<file path="src/rtl/eth_act_led.sv">
// eth_act_led: turns RX/TX activity strobes and link status into LED drive
// signals, and keeps a saturating count of activity strobes for debug.
module eth_act_led #(
  parameter int unsigned ON_CYCLES  = 2_500_000,
  parameter int unsigned OFF_CYCLES = 2_500_000,
  parameter int unsigned SLOW_HALF  = 12_500_000
) (
  input  logic        clk,
  input  logic        rst,
  input  logic        rx_act,
  input  logic        tx_act,
  input  logic        link_up,
  input  logic        evt_clr,
  output logic        led_act,
  output logic        led_link,
  output logic [15:0] evt_cnt
);

  localparam logic [25:0] ON_LOAD   = 26'(ON_CYCLES - 1);
  localparam logic [25:0] OFF_LOAD  = 26'(OFF_CYCLES - 1);
  localparam logic [25:0] SLOW_LOAD = 26'(SLOW_HALF - 1);

  typedef enum logic [1:0] {
    ST_IDLE,
    ST_ON,
    ST_OFF
  } act_state_t;

  act_state_t  state;
  logic        pend;
  logic        act;
  logic [25:0] act_tmr;
  logic [25:0] slow_tmr;
  logic        link_q;
  logic [16:0] evt_sum;

  always_comb begin
    act     = (rx_act | tx_act) & link_up;
    evt_sum = {1'b0, evt_cnt} + 17'(rx_act) + 17'(tx_act);
  end

  // Activity blink FSM: ON for ON_CYCLES, then at least OFF_CYCLES dark;
  // an act on the final OFF cycle is folded into the pending decision.
  always_ff @(posedge clk) begin
    if (rst || !link_up) begin
      state   <= ST_IDLE;
      pend    <= 1'b0;
      act_tmr <= '0;
      led_act <= 1'b0;
    end else begin
      case (state)
        ST_IDLE: begin
          if (act) begin
            state   <= ST_ON;
            act_tmr <= ON_LOAD;
            led_act <= 1'b1;
          end
        end
        ST_ON: begin
          if (act) pend <= 1'b1;
          if (act_tmr == '0) begin
            state   <= ST_OFF;
            act_tmr <= OFF_LOAD;
            led_act <= 1'b0;
          end else begin
            act_tmr <= act_tmr - 26'd1;
          end
        end
        ST_OFF: begin
          if (act_tmr == '0) begin
            if (pend || act) begin
              state   <= ST_ON;
              act_tmr <= ON_LOAD;
              led_act <= 1'b1;
              pend    <= 1'b0;
            end else begin
              state <= ST_IDLE;
            end
          end else begin
            act_tmr <= act_tmr - 26'd1;
            if (act) pend <= 1'b1;
          end
        end
        default: begin
          state   <= ST_IDLE;
          pend    <= 1'b0;
          act_tmr <= '0;
          led_act <= 1'b0;
        end
      endcase
    end
  end

  // Link LED: solid when up, slow blink starting dark when down.
  // link_q resets high so a link that is already down out of reset is
  // treated as a fresh falling edge and starts a full dark half-period.
  always_ff @(posedge clk) begin
    if (rst) begin
      led_link <= 1'b0;
      slow_tmr <= '0;
      link_q   <= 1'b1;
    end else begin
      link_q <= link_up;
      if (link_up) begin
        led_link <= 1'b1;
        slow_tmr <= '0;
      end else if (link_q) begin
        led_link <= 1'b0;
        slow_tmr <= SLOW_LOAD;
      end else if (slow_tmr == '0) begin
        led_link <= ~led_link;
        slow_tmr <= SLOW_LOAD;
      end else begin
        slow_tmr <= slow_tmr - 26'd1;
      end
    end
  end

  // Saturating event counter; clear wins over increment.
  always_ff @(posedge clk) begin
    if (rst || evt_clr) begin
      evt_cnt <= '0;
    end else if (link_up) begin
      evt_cnt <= evt_sum[16] ? '1 : evt_sum[15:0];
    end
  end

endmodule

</file>
<file path="config.mk">
export PLATFORM = sky130hd
export DESIGN_NAME = eth_act_led
export DESIGN_NICKNAME = d
export VERILOG_FILES = /design/src/rtl/eth_act_led.sv
export SDC_FILE = /design/constraint.sdc
export NUM_CORES = 1
export LEC_CHECK = 0
export ABC_AREA = 1
export CAP_MARGIN = 20
export CORE_AREA = 2 2 87 89
export CTS_BUF_LIST = sky130_fd_sc_hd__clkbuf_16
export CTS_CLUSTER_DIAMETER = 120
export CTS_CLUSTER_SIZE = 14
export DETAILED_ROUTE_END_ITERATION = 7
export DIE_AREA = 0 0 89 91
export GPL_ROUTABILITY_DRIVEN = 0
export GPL_TIMING_DRIVEN = 0
export PLACE_DENSITY_LB_ADDON = 0.25
export SYNTH_ARGS = -nofsm -noshare
export SYNTH_HDL_FRONTEND = slang
export SYNTH_SLANG_ARGS = --single-unit
</file>
<file path="constraint.sdc">
create_clock -name clk -period 2.7 [get_ports clk]
set_input_delay 0.54 -clock clk [delete_from_list [all_inputs] [get_ports clk]]
set_output_delay 0.54 -clock clk [all_outputs]
set_load 0.02 [all_outputs]
</file>
==> reports/metrics.yaml, run 1 <==
dp_cells: 732
post-place-ws_ns: -0.331
clock-sinks: 74
cp.required_ns: 2.95
drc: 0
drtAntennaViolNets: 0
num_io_pins: 24
finalWorstPathRequiredPeriod_ns: 2.48
drive_gt1_frac: 0.0892
die-height_um: 91
final_cells: 749
initial_core_util: 0.580
ff2ff_path_depth: 12
die_w_um: 89
drt_iter0_markers: 180
synth_area_mm2: 0.00414
layout_worst_path_cycle_share: 0.917
grt_pass1_wl_um: 15400
synth-adder-area-share: 0.0321
cpMaxStageDelayCell: "clkdlybuf4s50_1"
area_growth_pct: 15.2
fmax_mhz: 404
hold_viol_final: 0
synth_top_family_by_area: "simple AND/OR/NAND/NOR gates"
crit_type: "in -> reg"
grt_setup_unrepaired: "no"
vias: 3887
firstDrtPassIters: 5
dieArea_mm2: 0.00810
yosysSeqAreaShare: 0.358
maxSlewViolCount: 0
hold_class: "reg -> reg"
hpwl_um: 6680
grt_pass1_vias: 3607
critPathArrivalTime_ns: 2.73
power_uw: 3090
h-tree-depth: 3
syn_nets: 627
yosys.area.top_type_share: 0.358
routed_wl_um: 9030
wl_per_cell_um: 12.1
path_clk_slew_ns: 0.06
cp-end-kind: "register"
worstPathMaxFanout: 4
io_buffers: 22
leakagePower_uw: 0.00204
min_path_cells: 2
fin_skew_ns: 0.00707
core_area_mm2: 0.00714
r2r-end: "evt_cnt[14]"
max_stage_delay_ns: 0.46
grt_usage: 0.231
clkLatencyLatePin_ns: 0.33
cts_buffer_depth: 2
r2r_slack_ns: 0.62
root_buffer: "clkbuf_16"
yosys-top-cells-area: "dfxtp_1, nand2_1, nor2_1"
syn_inst: 611
tightestPinTransition_ns: 0.643
path_cells: "clkdlybuf4s50_1 > inv_1 > fa_1 > inv_1 > ha_1 > nand2_1 > nor2_2 > nand3_2 > nor2_4 > nand3_2 > nor2_1 > a21oi_1 > nor3_1"
status: "finished, final reports clean"
ir_drop_uv: 432
antenna_found_initial: 0
grt_max_degree: 13
slew_headroom: 0.568
setup_violations: 0
cts_tree: "done"
synth_compound_area_frac: 0.103
synth_mux_area_frac: 0
synth-simple-area-share: 0.373
synthXorXnorAreaFrac: 0.0551
layout.nets: 661
cap_violations: 0
holdPathEnd: "pend"
overflow: 0
yosys_warnings: 0
cts_inserted_buffers: 9
synth.distinct_cells: 39
power.density_mw_per_mm2: 648
yosys.area.top_type: "dfxtp_1"
vias_per_cell: 5.19
worstHoldStart: "pend"
startpoint_type: "primary input"
cts_hold_buf: 0
rows: 31
ys_ff_latch: 74
insertedDiodeCount: 0
fin_ws_ns: 0.223
reg2reg_from: "evt_cnt[0]"
synth.avg_cell_area_um2: 6.77
==> cells in the final DEF, fill, tap and decap left out, types with 7 or more instances in the layout <==
| cell type | netlist | final |
|---|---|---|
| clkdlybuf4s50_1 | 0 | 22 |
| clkbuf_16 | 0 | 9 |
| nor3_1 | 15 | 15 |
| nand4_1 | 12 | 12 |
| o21ai_0 | 24 | 24 |
| nand2_1 | 140 | 140 |
| dfxtp_1 | 74 | 74 |
| nor2_4 | 6 | 7 |
| nor2_1 | 100 | 100 |
| xor2_1 | 14 | 14 |
| nor2_2 | 10 | 9 |
| a31oi_1 | 7 | 7 |
| nand3_1 | 35 | 33 |
| a21oi_1 | 42 | 42 |
| ha_1 | 9 | 9 |
| xnor2_1 | 12 | 12 |
| inv_1 | 64 | 64 |
==> critical path: cells and delay by family <==
| family | cells | cell delay (ns) |
|---|---|---|
| buffers and inverters | 3 | 0.60 |
| AOI/OAI and AO/OA | 1 | 0.07 |
| adders and majority gates | 2 | 0.58 |
| and+or+nand+nor | 7 | 0.94 |
==> state kept, by name, summed over array words and instances (netlist names) <==
signal / cells
act_tmr: 26
pend: 1
state: 2
led_link: 1
slow_tmr: 26
link_q: 1
evt_cnt: 16
led_act: 1
==> cell families after synthesis <==
kind of cell	after synthesis
AOI/OAI and AO/OA	80
xor gates and xnor gates	26
adders and majority gates	10
buffers and inverters	80
DFF	74
and+or+nand+nor	341
==> metal layers <==
layer | vias to the layer above | global-route usage | share of wire
met1 | 1762 | 0.284 | 0.44
met3 | 18 | 0.0355 | 0.036
met5 | - | 0 | 0
met4 | 0 | 0.0746 | 0.018
met2 | 75 | 0.407 | 0.51
li1 | 2032 | - | -
==> Yosys cell counts (all sizes together) <==
library cell and number:
nand2 146, nor2 117, dfxtp 74, inv 68
a21oi 43, nand3 36, o21ai 25, nor3 15
xor2 14, nand4 13, xnor2 12, ha 9
a31oi 7, buf 6, clkbuf 5, nor4 5
or2 5, nand3b 3, o21a 2, a211oi 1
a31o 1, clkinv 1, fa 1, nor3b 1
o211ai 1
==> power breakdown <==
group,internal [uW],switching (uW)
Sequential,1140,54.8
Clock,610,451
Combinational,288,541
Total,2040,1050
==> layout make-up <==
class,count,area [um^2]
Clock inverter,7,36.3
Multi-Input combinational cell,457,2350
Timing Repair Buffer,23,228
Sequential cell,74,1480
Fill cell,627,2370
Tap cell,99,124
Buffer,11,62.6
Clock buffer,9,225
Inverter,69,262
==> repair_timing <==
action	4_1_cts	5_1_grt
buffers inserted	1	0
pin swaps	0	1
cloned	0	0
setup endpoints to repair	2	11
resized for setup	0	3
==> worst max-delay path by stage <==
stage          cells past startpoint          end  startpoint  slack (ns)
4_1_cts                           13  evt_cnt[14]      rx_act        0.11
6_report                          13  evt_cnt[14]      rx_act        0.22
3_5_place_dp                      12   evt_cnt[9]      rx_act       -0.33
3_3_place_gp                      12  evt_cnt[10]      rx_act       -0.32
2_1_floorplan                     11  evt_cnt[10]      rx_act        0.43
5_1_grt                           13  evt_cnt[14]      rx_act        0.02
==> per-stage QoR <==
step	setup TNS, ns	util	hold WS (ns)	cell area (um^2)
detailed placement	-3.84	0.628	0.465	4480
global route	0	0.668	0.508	4760
finish	0	0.668	0.471	4760
floorplan	0	-	0.447	4140
global placement	-3.64	0.628	0.456	4480
CTS	0	0.665	0.473	4750
Note: power is estimated with default switching activity, not from simulation.
==> run 2: changes to the inputs <==
Settings changed: CORE_AREA 2 2 87 89 to 2 2 84 86, DIE_AREA 0 0 89 91 to 0 0 86 88, SETUP_SLACK_MARGIN set to 0.05.
Clock period 2.7 ns to 2.9 ns, I/O delays scaled along.
==> run 2 against run 1 <==
Effect of this change:
- worst setup slack gained 0.050 ns
- hold slack better by 0.0025 ns
- non-clock buffer count unchanged
- flip-flop and latch count is the same
- via count is 1.3% higher
- wire length rose by 0.61%
- clock power barely moved
- clock-buffer cell count stayed put
- utilization up 4.7 points
- critical path type unchanged
==> reports/metrics.yaml, run 2 (synthesis gave the netlist of run 1 again) <==
grt_max_degree: 12  # was 13
drc: 0  # unchanged
root_buffer: "clkbuf_16"  # unchanged
die_w_um: 86  # was 89 um
critPathArrivalTime_ns: 2.88  # was 2.73 ns
overflow: 0  # unchanged
firstDrtPassIters: 4  # was 5
layout_worst_path_cycle_share: 0.906
insertedDiodeCount: 0  # unchanged
post_cts_resized: 0  # unchanged
maxSlewViolCount: 0  # unchanged
cp-end-kind: "register"  # unchanged
design_area_mm2: 0.00474  # was 0.00476 mm^2
vias: 3936  # was 3,887
cts_buffer_depth: 2  # unchanged
fin_skew_ns: 0.00579  # was 0.00707 ns
hpwl_um: 6680  # about the same
leakagePower_uw: 0.00206  # was 0.00204 uW
grt_setup_unrepaired: "no"  # unchanged
power.density_mw_per_mm2: 619  # was 648 mW/mm^2
core_area_mm2: 0.00664  # was 0.00714 mm^2
setup_violations: 0  # unchanged
vias_per_cell: 5.39  # was 5.19
dieArea_mm2: 0.00757  # was 0.00810 mm^2
fin_ws_ns: 0.273  # was 0.223 ns
drtAntennaViolNets: 0  # unchanged
h-tree-depth: 3  # unchanged
layout.nets: 661  # unchanged
path_clk_slew_ns: 0.06  # about the same
post-place-ws_ns: -0.161  # was -0.331 ns
finish.utilization: 0.714  # was 0.668
clkLatencyLatePin_ns: 0.33  # about the same
grt_usage: 0.257  # was 0.231
drt_iter0_markers: 156  # was 180
die-height_um: 88  # was 91 um
cap_violations: 0  # unchanged
cp.required_ns: 3.15  # was 2.95 ns
worstPathMaxFanout: 4  # unchanged
comb_power_share: 0.263  # was 0.268
slew_headroom: 0.560  # was 0.568
status: "finished, final reports clean"  # unchanged
cts_hold_buf: 0  # unchanged
met3_usage: 0.0405  # was 0.0355
tightestPinTransition_ns: 0.656  # was 0.643 ns
grt_pass1_vias: 3737  # was 3,607
routed_wl_um: 9090  # was 9030 um
crit_type: "in -> reg"  # unchanged
fmax_mhz: 381
clock-sinks: 74  # unchanged
intPower_uw: 1980  # was 2040 uW
swShare: 0.325  # was 0.339
num_io_pins: 24  # unchanged
cts_tree: "done"  # unchanged
cts_inserted_buffers: 9  # unchanged
place_area_mm2: 0.00446  # was 0.00448 mm^2
use_met2: 0.468  # was 0.407
hold_class: "reg -> reg"  # unchanged
grt_pass1_wl_um: 15800  # was 15,400 um
top_regs: "act_tmr x26, slow_tmr x26, evt_cnt x16"  # unchanged
startpoint_type: "primary input"  # unchanged
rows: 30  # was 31
drive_gt1_frac: 0.0831  # was 0.0892
antenna_found_initial: 0  # unchanged
initial_core_util: 0.623  # was 0.580
power_switching_uw: 954  # was 1050 uW
finalWorstPathRequiredPeriod_ns: 2.63
area_growth_pct: 14.7  # was 15.2%
holdWs_ns: 0.474  # was 0.471 ns
final_cell_mix: "nand2_1, nor2_1, dfxtp_1"  # unchanged
io_buffers: 22  # unchanged
met1_usage: 0.302  # was 0.284
busiest_layer: "met2"  # unchanged
p_seq_frac: 0.380  # was 0.388
hold_viol_final: 0  # unchanged
fill_cells: 563  # was 627
tns_ns: 0  # unchanged
mostFrequentLayoutCell: "nand2_1"  # unchanged
clkPwrFrac: 0.357  # was 0.344
ir_drop_uv: 364  # was 432 uV
wl_per_cell_um: 12.5  # was 12.1 um
-- run 2: worst paths after layout --
path / start / endpoint / slack (ns) / cells past startpoint
setup reg to reg: evt_cnt[0] / evt_cnt[14] / 0.70 / 12
hold reg to reg: act_tmr[25] / act_tmr[25] / 0.47 / 2
setup / recovery: rx_act / evt_cnt[14] / 0.27 / 13
hold / removal: act_tmr[25] / act_tmr[25] / 0.47 / 2
-- run 2: metal layers --
metal	vias to the layer above	wire length, um	share of wire
li1	2034	-	-
met1	1814	3950	0.43
met2	75	4670	0.51
met3	13	308	0.034
met4	0	158	0.017
met5	-	0	0
-- run 2: critical path: stages --
cell             delay, ns
clkdlybuf4s50_1       0.45
inv_1                 0.07
fa_1                  0.44
inv_1                 0.07
ha_1                  0.14
nand2_1               0.09
nor2_2                0.14
nand3_1               0.18
nor2_2                0.22
nand3_1               0.16
nor2_1                0.12
a21oi_1               0.07
nor3_1                0.16
-- run 2: stage by stage --
stage	power [uW]	instances
2_1_floorplan	1740	611
3_5_place_dp	1900	713
4_1_cts	2950	729
3_3_place_gp	1880	713
6_report	2940	730
5_1_grt	3100	730
-- run 2: power groups by stage --
stage          clock (uW)  combinational, uW  sequential (uW)
6_report             1050                773             1120
4_1_cts              1060                771             1110
3_5_place_dp            0                763             1140
3_3_place_gp            0                745             1130
2_1_floorplan           0                615             1130
5_1_grt              1110                872             1120
-- run 2: final cells by class --
class	count	area, um^2	share of cell area
multi-input cells	457	2330	0.491
inverters	69	262	0.0551
well taps	80	100	0.0211
flip-flops and latches	74	1480	0.312
plain buffers	11	62.6	0.0132
clock inverters	7	55.1	0.0116
clock buffers	9	225	0.0475
repair buffers	23	228	0.0480
-- run 2: what timing repair did --
action | 4_1_cts | 5_1_grt
endpoints found under the setup margin | 0 | 10
buffers inserted | 0 | 1
endpoints found under the hold margin | 0 | 0
==> run 3: changes to the inputs <==
Settings changed: SLEW_MARGIN set to 20.
==> results of run 3 <==
Same layout as run 2: the final DEF is identical, and so are final timing and power.
